## config.mk

```make
export PLATFORM = sky130hd
export DESIGN_NAME = lvds_frame_aligner
export DESIGN_NICKNAME = d
export VERILOG_FILES = /design/src/rtl/lvds_rx_pkg.sv /design/src/rtl/lane_deinterleave.sv /design/src/rtl/lvds_frame_aligner.sv
export SDC_FILE = /design/constraint.sdc
export NUM_CORES = 1
export LEC_CHECK = 0
export CORE_ASPECT_RATIO = 2
export CORE_MARGIN = 4
export CORE_UTILIZATION = 44
export CTS_CLUSTER_SIZE = 30
export DETAILED_ROUTE_END_ITERATION = 6
export GPL_TIMING_DRIVEN = 0
export PLACE_DENSITY = 0.74
export RECOVER_POWER = 100
export SYNTH_ARGS = -nofsm -noshare
export SYNTH_HDL_FRONTEND = slang
export SYNTH_SLANG_ARGS = --single-unit
```

## constraint.sdc

```tcl
create_clock -name sample_clk -period 2.8 [get_ports sample_clk]
set_input_delay 0.84 -clock sample_clk [delete_from_list [all_inputs] [get_ports sample_clk]]
set_output_delay 0.84 -clock sample_clk [all_outputs]
set_load 0.005 [all_outputs]
```

## src/rtl/lvds_rx_pkg.sv

```systemverilog
// Shared definitions for the LVDS ADC receive path: aligner FSM encoding,
// per-family frame words and counter-width helpers.
package lvds_rx_pkg;

  typedef enum logic [1:0] {
    ST_SETTLE = 2'd0,
    ST_CHECK  = 2'd1,
    ST_SLIP   = 2'd2,
    ST_LOCKED = 2'd3
  } align_state_t;

  // Frame-clock words seen when the ISERDES boundary sits on the frame edge.
  localparam logic [7:0] FRAME_2LANE_S8 = 8'hF0;
  localparam logic [6:0] FRAME_2LANE_S7 = 7'h78;
  localparam logic [5:0] FRAME_2LANE_S6 = 6'h38;

  // Width of a counter that must hold 0..n-1; never narrower than one bit.
  function automatic int cnt_w(input int n);
    return (n <= 2) ? 1 : $clog2(n);
  endfunction

  // Sample bit position fed by lane l, serial bit k (k=0 is the first bit received).
  function automatic int lane_bit_pos(input int k, input int l, input int lanes, input int s);
    return (lanes * s) - 1 - (k * lanes + l);
  endfunction

endpackage

```

## src/rtl/lane_deinterleave.sv

```systemverilog
// Combinational re-mapping of one channel's lane words into a full-width
// sample: serial bit k of lane l lands at sample bit W-1-(k*LANES+l).
module lane_deinterleave
  import lvds_rx_pkg::*;
#(
  parameter int S     = 8,
  parameter int LANES = 2
) (
  input  logic [LANES*S-1:0] i_lanes,
  output logic [LANES*S-1:0] o_sample
);

  // Pure wiring; the parent registers the result.
  always_comb begin
    o_sample = '0;
    for (int k = 0; k < S; k++) begin
      for (int l = 0; l < LANES; l++) begin
        o_sample[lane_bit_pos(k, l, LANES, S)] = i_lanes[l*S + (S-1-k)];
      end
    end
  end

endmodule

```

## src/rtl/lvds_frame_aligner.sv

```systemverilog
// Closed-loop bitslip aligner for frame-clocked LVDS ADC lanes, plus
// per-channel sample reassembly with a lock-qualified valid flag.
module lvds_frame_aligner
  import lvds_rx_pkg::*;
#(
  parameter int             S             = 8,
  parameter int             LANES         = 2,
  parameter int             N_CH          = 1,
  parameter logic [S-1:0]   FRAME_PATTERN = S'(FRAME_2LANE_S8),
  parameter int             SETTLE        = 16,
  parameter int             LOCK_COUNT    = 64,
  parameter int             MISS_LIMIT    = 4
) (
  input  logic                        sample_clk,
  input  logic                        reset,
  input  logic                        realign,
  input  logic [S-1:0]                frame_in,
  input  logic [N_CH*LANES*S-1:0]     data_in,
  output logic                        bitslip,
  output logic                        locked,
  output logic                        align_err,
  output logic [$clog2(S)-1:0]        slip_count,
  output logic [N_CH*LANES*S-1:0]     samples_out,
  output logic                        sample_valid
);

  localparam int W        = LANES * S;
  localparam int SETTLE_W = cnt_w(SETTLE);
  localparam int MATCH_W  = cnt_w(LOCK_COUNT);
  localparam int MISS_W   = cnt_w(MISS_LIMIT);
  localparam int SLIP_W   = $clog2(S);

  align_state_t               r_state;
  logic [SETTLE_W-1:0]        r_settle_cnt;
  logic [MATCH_W-1:0]         r_match_cnt;
  logic [MISS_W-1:0]          r_miss_cnt;
  logic [SLIP_W-1:0]          r_slip_cnt;
  logic                       r_bitslip;
  logic                       r_locked;
  logic                       r_align_err;
  logic [N_CH*W-1:0]          r_samples;
  logic                       r_sample_valid;

  logic                       w_frame_match;
  logic                       w_slip_wrap;
  logic [SLIP_W-1:0]          w_slip_next;
  logic [N_CH*W-1:0]          w_samples;

  assign w_frame_match = (frame_in == FRAME_PATTERN);
  assign w_slip_wrap   = (r_slip_cnt == SLIP_W'(S-1));
  assign w_slip_next   = w_slip_wrap ? '0 : (r_slip_cnt + SLIP_W'(1));

  // Slip/settle/check/lock sequencer; realign overrides any frame decision.
  always_ff @(posedge sample_clk) begin
    if (reset) begin
      r_state      <= ST_SETTLE;
      r_settle_cnt <= '0;
      r_match_cnt  <= '0;
      r_miss_cnt   <= '0;
      r_slip_cnt   <= '0;
      r_bitslip    <= 1'b0;
      r_locked     <= 1'b0;
      r_align_err  <= 1'b0;
    end else if (realign) begin
      r_state      <= ST_SETTLE;
      r_settle_cnt <= '0;
      r_match_cnt  <= '0;
      r_miss_cnt   <= '0;
      r_slip_cnt   <= '0;
      r_bitslip    <= 1'b0;
      r_locked     <= 1'b0;
    end else begin
      r_bitslip <= 1'b0;
      case (r_state)
        ST_SETTLE: begin
          if (r_settle_cnt == SETTLE_W'(SETTLE-1)) begin
            r_settle_cnt <= '0;
            r_state      <= ST_CHECK;
          end else begin
            r_settle_cnt <= r_settle_cnt + SETTLE_W'(1);
          end
        end
        ST_CHECK: begin
          if (w_frame_match) begin
            if (r_match_cnt == MATCH_W'(LOCK_COUNT-1)) begin
              r_match_cnt <= '0;
              r_miss_cnt  <= '0;
              r_locked    <= 1'b1;
              r_state     <= ST_LOCKED;
            end else begin
              r_match_cnt <= r_match_cnt + MATCH_W'(1);
            end
          end else begin
            // Slip is counted on entry so slip_count and the pulse appear together.
            r_match_cnt <= '0;
            r_bitslip   <= 1'b1;
            r_slip_cnt  <= w_slip_next;
            if (w_slip_wrap) begin
              r_align_err <= 1'b1;
            end
            r_state     <= ST_SLIP;
          end
        end
        ST_SLIP: begin
          r_settle_cnt <= '0;
          r_state      <= ST_SETTLE;
        end
        ST_LOCKED: begin
          if (w_frame_match) begin
            r_miss_cnt <= '0;
          end else if (r_miss_cnt == MISS_W'(MISS_LIMIT-1)) begin
            // Losing lock starts a fresh sweep: count restarts, this slip is its first.
            r_miss_cnt  <= '0;
            r_locked    <= 1'b0;
            r_bitslip   <= 1'b1;
            r_slip_cnt  <= SLIP_W'(1);
            r_state     <= ST_SLIP;
          end else begin
            r_miss_cnt <= r_miss_cnt + MISS_W'(1);
          end
        end
        default: begin
          r_state      <= ST_SETTLE;
          r_settle_cnt <= '0;
          r_match_cnt  <= '0;
          r_miss_cnt   <= '0;
          r_locked     <= 1'b0;
        end
      endcase
    end
  end

  for (genvar c = 0; c < N_CH; c++) begin : g_ch
    lane_deinterleave #(
      .S     (S),
      .LANES (LANES)
    ) u_deint (
      .i_lanes  (data_in[c*W +: W]),
      .o_sample (w_samples[c*W +: W])
    );
  end

  // Sample register; valid trails locked by one cycle to line up with the data.
  always_ff @(posedge sample_clk) begin
    if (reset) begin
      r_samples      <= '0;
      r_sample_valid <= 1'b0;
    end else begin
      r_samples      <= w_samples;
      r_sample_valid <= r_locked;
    end
  end

  assign bitslip      = r_bitslip;
  assign locked       = r_locked;
  assign align_err    = r_align_err;
  assign slip_count   = r_slip_cnt;
  assign samples_out  = r_samples;
  assign sample_valid = r_sample_valid;

endmodule
```

==> implementation parameters <==
Parameter                              Value

Run status
  Result of the run ... complete, no violations

CTS
  Post-CTS setup buffer count ... 0
  Hold buffer count at cts ... 0
  Clock latency on the worst-skew pair ... 0.29 ns
  CTS H-tree depth ... 2
  Root Buffer Master ... clkbuf_8
  Clock buffer count from CTS ... 5
  Buffers from clock root to sink, at most ... 2
  CTS clock-pin slew for the worst setup and hold paths ... 0.07 ns
  Clock tree sinks ... 37
  Post_cts resized ... 0
  TritonCTS clock tree ... yes

Power
  Areal power density over the cells ... 474 nW/µm²
  Static leakage ... just under 0.8 nW
  Highest ir drop seen on vdd ... 0.000340 V
  Total power ... 0.979 mW

Finish
  Share of post-route cells with drive strength above 1 ... 6.64%
  Multi-input gate area ... around 670 µm²
  Flip-flop and latch area ... 741 µm²
  Post-layout nets ... ~240
  Fraction of the core area covered by cells at the end of the flow ... 64.6%
  Filler Cell Count ... between 200 and 300
  Post-route design area ... 2060 µm²
  Area overhead of the layout relative to synthesis ... 41.3%
  Post-route non-filler standard cell count ... 242
  Antenna fix cells ... 0

Routing
  Routed WL per cell ... 14.6 µm
  Number of vias per cell ... 5.49
  Residual DRC ... 0
  Antenna violation net count after detailed routing ... 0
  Detailed Route Iter0 Violations ... 37
  Number of optimization iterations in the first detailed-route pass ... 4
  Final wirelength ... 3520 µm
  Total number of vias ... 1328

GRT
  Remaining global-route overflow ... 0
  Antenna violations before repair ... 0
  First-pass GRT wire length ... a little under 6000 µm
  Maximum number of pins on one net before global-route repair ... 12
  Vias in the first global route ... 1242
  Overall track demand over capacity in global routing ... 17.0%

Logic synthesis
  Yosys synthesis warning count ... 0
  Synthesized flop and latch total ... 37
  Cell taking the most area after synthesis ... dfxtp_1
  Net count of the mapped netlist ... 186
  Number of different library cells in the post-synthesis netlist ... 32
  Post-synthesis sequential area ratio ... 50.7%
  Yosys top cell area share ... 50.7%
  Biggest area contributors in the synthesized netlist ... dfxtp_1, nor2b_1, ha_1
  Netlist area before placement ... 1460 µm²
  Synthesized instance count ... 154
  Post-Syn Area per Cell ... around 9.5 µm²

Worst setup path
  Critical path launch point type ... input port
  Crit path capture type ... register
  WP data required ... slightly above 3 ns
  Reg-to-reg startpoint ... r_state[1]
  Slack of the worst reg-to-reg path ... roughly 1.2 ns
  Start-to-end type of the worst setup path ... input port to register
  Arrival time at the worst endpoint ... roughly 2.7 ns
  Endpoint of the worst-slack reg-to-reg timing path ... r_match_cnt[5]
  Count of cells along the worst register-to-register path ... 5
  Highest fanout seen on the critical path ... 7

Floorplan
  Area of the core ... roughly 3200 µm²
  IO Count ... 50
  Die width ... 48.7 µm
  Chip Height ... roughly 90 µm
  Die Outline Area ... 4360 µm²
  Row cnt ... 29
  Starting Density ... between 40% and 50%

STA
  Least-Margin Pin Slew ... ~0.56 ns
  Tcrit/Tclk final ... 89.4%
  Clock period minus worst slack ... 2.50 ns
  Slew Limit Headroom ... just over 60%
  Final total negative setup slack ... 0 ns
  Max Clock Freq ... 400 MHz
  Final hold vios ... 0
  RSZ-0062 raised after global routing ... no
  # setup viols final ... 0
  Setup clock skew after layout ... ~0.0067 ns
  Number of pins exceeding their max-slew limit in the final report ... 0

Min path
  Worst min-delay path startpoint ... align_err
  Hold worst-path end ... align_err
  Hold Path Stages ... 2
  Min-Delay Path Class ... register to register

Place
  Count of port buffers added during placement ... a little under 50
  Post-detailed-placement cell area ... between 1500 and 2000 µm²
  Placed cells ... around 230
  DP Wirelength ... 2760 µm
  Routability cong. ... ~0.75

Job
  Count of max-cap constraint violations ... 0
-- critical path, stage by stage --
cell and delay [ns]:
clkdlybuf4s50_1 0.39, or4_1 0.53, buf_6 0.16, nor3_1 0.44, a22oi_1 0.19, a21oi_1 0.17
-- cells in the final DEF, fill, tap and decap left out, types with 2 or more instances in the layout --
cell type,instances
ha_1,5
nand2b_1,2
clkbuf_8,5
nand3b_1,2
dlygate4sd3_1,24
a22oi_1,4
clkdlybuf4s50_1,25
clkbuf_1,6
inv_1,2
nor2b_1,18
a21oi_1,12
nand3_1,11
dfxtp_1,37
nand2_1,10
clkinv_2,2
nand4_1,3
o21ai_0,9
nor3_1,6
nor2_1,12
-- power breakdown --
part / internal [mW] / switching [mW] / leakage, nW / total (mW)
Clock: 0.172 / 0.178 / 0.0450 / 0.350
Sequential: 0.540 / 0.00342 / 0.303 / 0.543
Combinational: 0.0574 / 0.0279 / 0.444 / 0.0853
-- state kept, by name (all words and copies together) (netlist names) --
| name | cells |
|---|---|
| sample_valid | 1 |
| slip_count | 3 |
| r_match_cnt | 6 |
| r_settle_cnt | 4 |
| r_miss_cnt | 2 |
| samples_out | 16 |
| align_err | 1 |
| r_state | 2 |
| locked | 1 |
| bitslip | 1 |
-- metrics by stage --
step / setup WS, ns / hold WS, ns
after global routing: 0.198 / 0.496
after detailed placement: 0.0808 / 0.457
after floorplan: 0.611 / 0.442
after CTS: 0.384 / 0.465
after global placement: 0.105 / 0.444
final: 0.297 / 0.455
-- routing by layer --
metal  wire [µm]  GRT usage (%)
met5           0              0
met2        1860           32.0
met1        1310           16.1
met4          94           10.3
met3         262           4.17
-- synth_stat cells --
library cell,count
o22ai_1,1
nor3_1,5
o21a_1,1
a32o_1,1
or4b_1,1
o21ai_0,9
a311oi_4,1
or4_4,1
dfxtp_1,37
buf_6,1
ha_1,5
buf_2,1
nand3_1,11
nor4_2,1
nor2_1,12
clkbuf_1,5
inv_1,2
nand4_1,3
o221ai_2,1
or3_1,1
a311o_1,1
nor3_2,1
a22o_1,1
nand2b_1,2
or2_2,1
a22oi_1,4
nand2_1,10
and3_1,1
a21oi_1,12
mux2_2,1
nand3b_1,2
nor2b_1,18
-- kinds of logic (layout without fill, tap and decap cells) --
group	Yosys count	count (layout)	synth area share (%)
buffers and inverters	9	66	2.91
AO/OA/AOI/OAI	32	32	15.0
flip-flops	37	37	50.7
AND/OR/NAND/NOR	70	70	26.3
adder cells (fa/ha/maj)	5	5	4.28
multiplexers	1	1	0.771
-- area by class of cell --
cell class / count / area share (%)
Sequential cell: 37 / 35.9
Multi-Input combinational cell: 108 / 32.4
Timing Repair Buffer: 49 / 23.8
Clock buffer: 6 / 3.52
Tap cell: 31 / 1.88
Buffer: 7 / 1.70
Clock inverter: 2 / 0.485
Inverter: 2 / 0.364
-- how the worst max path moves through the flow --
stage | start | end
floorplan | frame_in[1] | r_miss_cnt[0]
global placement | frame_in[1] | r_miss_cnt[1]
detailed placement | frame_in[1] | r_miss_cnt[1]
CTS | frame_in[1] | r_miss_cnt[1]
global route | frame_in[0] | r_match_cnt[5]
finish | frame_in[1] | r_match_cnt[5]
Note: power is estimated with default switching activity, not from simulation.
